## src/rtl/pipe_stage_skid.sv

```systemverilog
// Pipeline stage register with valid/ready handshake, idle control pattern and flush.
// Define SKID_EN for the 2-entry skid buffer (registered in_ready); otherwise single-entry.
module pipe_stage_skid #(
    parameter int              CW        = 4,
    parameter int              DW        = 101,
    parameter logic [CW-1:0]   CTRL_IDLE = 4'b0011
) (
    input  logic          CLK,
    input  logic          RSTN,
    input  logic          flush,
    input  logic          in_valid,
    output logic          in_ready,
    input  logic [CW-1:0] in_ctrl,
    input  logic [DW-1:0] in_data,
    output logic          out_valid,
    input  logic          out_ready,
    output logic [CW-1:0] out_ctrl,
    output logic [DW-1:0] out_data,
    output logic [1:0]    occ
);

    logic          r_m_valid;
    logic [CW-1:0] r_m_ctrl;
    logic [DW-1:0] r_m_data;
    logic          w_in_fire;
    logic          w_out_fire;

    assign w_in_fire  = in_valid & in_ready;
    assign w_out_fire = r_m_valid & out_ready;
    assign out_valid  = r_m_valid;
    // Only the control field is idled; data keeps its last value.
    assign out_ctrl   = r_m_valid ? r_m_ctrl : CTRL_IDLE;
    assign out_data   = r_m_data;

`ifdef SKID_EN
    logic          r_s_valid;
    logic [CW-1:0] r_s_ctrl;
    logic [DW-1:0] r_s_data;

    // Registered ready: no combinational path from out_ready.
    assign in_ready = !r_s_valid;
    assign occ      = {1'b0, r_m_valid} + {1'b0, r_s_valid};

    always_ff @(posedge CLK or negedge RSTN) begin
        if (!RSTN) begin
            r_m_valid <= 1'b0;
            r_m_ctrl  <= CTRL_IDLE;
            r_m_data  <= '0;
            r_s_valid <= 1'b0;
            r_s_ctrl  <= CTRL_IDLE;
            r_s_data  <= '0;
        end else if (flush) begin
            r_m_valid <= 1'b0;
            r_s_valid <= 1'b0;
        end else if (!r_m_valid) begin
            if (w_in_fire) begin
                r_m_valid <= 1'b1;
                r_m_ctrl  <= in_ctrl;
                r_m_data  <= in_data;
            end
        end else if (!r_s_valid) begin
            if (w_out_fire) begin
                if (w_in_fire) begin
                    r_m_ctrl <= in_ctrl;
                    r_m_data <= in_data;
                end else begin
                    r_m_valid <= 1'b0;
                end
            end else if (w_in_fire) begin
                r_s_valid <= 1'b1;
                r_s_ctrl  <= in_ctrl;
                r_s_data  <= in_data;
            end
        end else if (w_out_fire) begin
            r_m_ctrl  <= r_s_ctrl;
            r_m_data  <= r_s_data;
            r_s_valid <= 1'b0;
        end
    end
`else
    assign in_ready = !r_m_valid | out_ready;
    assign occ      = {1'b0, r_m_valid};

    always_ff @(posedge CLK or negedge RSTN) begin
        if (!RSTN) begin
            r_m_valid <= 1'b0;
            r_m_ctrl  <= CTRL_IDLE;
            r_m_data  <= '0;
        end else if (flush) begin
            r_m_valid <= 1'b0;
        end else if (w_in_fire) begin
            r_m_valid <= 1'b1;
            r_m_ctrl  <= in_ctrl;
            r_m_data  <= in_data;
        end else if (w_out_fire) begin
            r_m_valid <= 1'b0;
        end
    end
`endif

endmodule

```

## config.mk

```make
export PLATFORM = sky130hd
export DESIGN_NAME = pipe_stage_skid
export DESIGN_NICKNAME = d
export VERILOG_FILES = /design/src/rtl/pipe_stage_skid.sv
export SDC_FILE = /design/constraint.sdc
export NUM_CORES = 1
export LEC_CHECK = 0
export CAP_MARGIN = 30
export CORE_AREA = 2 2 86 130
export CTS_CLUSTER_SIZE = 14
export DETAILED_ROUTE_END_ITERATION = 16
export DIE_AREA = 0 0 88 132
export GPL_TIMING_DRIVEN = 1
export HOLD_SLACK_MARGIN = 0.08
export PLACE_DENSITY = 0.82
export SLEW_MARGIN = 40
export SYNTH_ARGS = -nofsm -noshare
export SYNTH_HDL_FRONTEND = slang
export SYNTH_SLANG_ARGS = --single-unit
```

## constraint.sdc

```tcl
create_clock -name CLK -period 2.17 [get_ports CLK]
set_clock_uncertainty 0.2 [all_clocks]
set_input_delay 0.434 -clock CLK [delete_from_list [all_inputs] [get_ports CLK]]
set_output_delay 0.434 -clock CLK [all_outputs]
set_load 0.02 [all_outputs]
```

==> results.toml <==
[grt]
grt_max_degree = 54
grt_antenna_before_repair = 0
grt_pass1_wl_um = 15300
grt_overflow = 0
grt_pass1_vias = 3086
grt_usage_pct = 17.2

[cells_and_area]
drive_above_1_share_pct = 17.9
syn2layout_area_growth_pct = 66.1
nets = 569
fillers = 812
final_cells = 608
antennaDiodeCount = 0
fin_area_um2 = 6660

[worst_setup_path]
arrival_ps = 1420
cp.required_ps = 1540
max_stage_delay_ps = 450
critPathBufInv = 3
crit_type = "input port to output port"
crit_chain = "clkdlybuf4s50_1, nor2b_4, inv_1, dlygate4sd2_1"
end_kind = "output port"
critPathLaunchType = "input port"
critPathTopFamily = "buffers and inverters"
slowest_stage = "clkdlybuf4s50_1"
cp_max_fo = 3

[timing]
worstMarginPinSlew_ps = 506
slew_headroom_pct = 66.3
final.period_utilization_pct = 94.9
finalHoldViolCount = 0
finalCriticalPeriod_ps = 2060
timing.fmax_mhz = 486
finalSetupViolations = 0
slew_violations = 0
rsz0062_at_grt = "no"

[route]
route.detailed.drc = 0
drt_iter0_drc = 57
via_per_inst = 4.57
antenna_left = 0
wl_per_cell_um = 16.3
vias = 2776
first_pass_iters = 4
wl_um = 9890

[floorplanning]
die_height_um = 132
fp.dieW_um = 88
start_util_pct = 38.5
num_rows = 46
dieArea_um2 = 11600
core_region_area_um2 = 10400
pin_count = 219

[power]
leakagePower_nw = 2.73
power_mw = 5.75
power_density_nw_per_um2 = 863
vdd_drop_max_mv = 0.466

[synthesis]
yosysSeqAreaShare_pct = 66.2
ys_top_cells_by_area = "dfrtp_1 (65%), mux2_2 (15%), mux2_1 (14%)"
ys_types = 14
syn_inst = 234
synth_edf_count = 0
synth_seq_cells = 106
synth.avg_cell_area_um2 = 17.1
yosysTopAreaCell = "dfrtp_1"
syn_area_um2 = 4010
synth_warnings = 0
yosys-top-cells-count = "dfrtp_1 (104), mux2_2 (55), mux2_1 (50)"
synthesis.nets = 344
synthArstFlopShare_pct = 100
synth_top_area_share_pct = 64.9
ys.flop_type = "dfrtp_1"
synth_most_common_cell = "dfrtp_1"

[place]
hpwlAfterDp_um = 7640
place_area_um2 = 6370
gp_congestion = 0.701
placed_cells = 591
io_buffers = 217

[clocking]
cts_buffers = 9
cts_tree = "done"
clockBufferDepth = 2
htree_levels = 3
clock_sinks = 106
post_cts_buffers = 0
clkLatencyLatePin_ps = 330
clkTransAtPathRegs_ps = 60
cts_root_buf = "clkbuf_16"

[job]
max_cap_violations = 0

[min_path]
min-delay-path-class = "register to register"

[status]
status = "complete, no violations"
final cells by class:
type / count / area, um^2 / share of cell area, %
repair buffers: 227 / 2290 / 34.4
well taps: 144 / 180 / 2.71
multi-input cells: 114 / 1250 / 18.8
clock buffers: 14 / 264 / 3.96
flip-flops and latches: 106 / 2660 / 39.9
inverters: 1 / 3.75 / 0.0564
clock inverters: 2 / 12.5 / 0.188
cell families after synthesis:
kind of cell / Yosys count / synth area share [%]
buffers and inverters: 14 / 2.68
DFF: 106 / 66.2
muxes: 105 / 29.5
other: 1 / 0.0935
and+or+nand+nor: 8 / 1.50
cells in the final DEF (no fill, tap or decap):
cell / instances
clkdlybuf4s50_1: 211
dfrtp_1: 103
mux2_2: 55
mux2_1: 50
clkbuf_16: 9
buf_4: 6
dlygate4sd2_1: 5
buf_12: 4
clkbuf_1: 3
nand2b_1: 2
and2_1: 2
nor2_1: 2
clkbuf_8: 2
dfstp_2: 2
nor2b_4: 1
inv_1: 1
nor3b_4: 1
conb_1: 1
clkinv_2: 1
clkinvlp_4: 1
dlygate4sd3_1: 1
dfrtp_2: 1
registers in the layout, summed over array words and instances (netlist names):
signal / cells
out_valid: 1
out_data: 101
r_m_ctrl: 4
stage by stage:
stage / hold slack, ps / setup TNS (ps) / utilization [%] / worst slack (ps)
after global placement: 230 / -2090 / 61.2 / -105
after global routing: 297 / 0 / 63.9 / 72.7
after CTS: 288 / 0 / 63.9 / 106
final: 282 / 0 / 63.9 / 112
after floorplan: -61.6 / 0 / - / 262
after detailed placement: 238 / -5040 / 61.2 / -142
report_power, final:
group / internal, mW / switching [mW]
clock network: 0.841 / 0.666
logic: 0.977 / 0.780
registers: 2.32 / 0.168
total: 4.13 / 1.61
metal layers:
metal / GRT usage, % / wire length (um) / vias up
met2: 30.6 / 5370 / 129
li1: - / - / 1265
met1: 18.0 / 3530 / 1363
met3: 6.01 / 741 / 19
met4: 6.58 / 240 / 0
met5: 0 / 0 / -
worst paths after layout:
path                                                  end  depth (start not counted)                     start  slack (ps)
worst min register to register   out_data[83]$_DFFE_PN0P_                          1  out_data[83]$_DFFE_PN0P_         280
worst max register to register  out_data[100]$_DFFE_PN0P_                          5     out_valid$_DFFE_PN0P_         310
min in group asynchronous        out_data[88]$_DFFE_PN0P_                          2                      RSTN         430
worst min-delay path             out_data[83]$_DFFE_PN0P_                          1  out_data[83]$_DFFE_PN0P_         280
max in group asynchronous        out_data[19]$_DFFE_PN0P_                          3                      RSTN         670
worst max-delay path                             in_ready                          4                 out_ready         110
repair_timing:
item,4_1_cts,5_1_grt
endpoints found under the hold margin,35,0
resized for setup,7,0
endpoints found under the setup margin,5,0
hold buffers,1,0
Note: power is estimated with default switching activity, not from simulation.
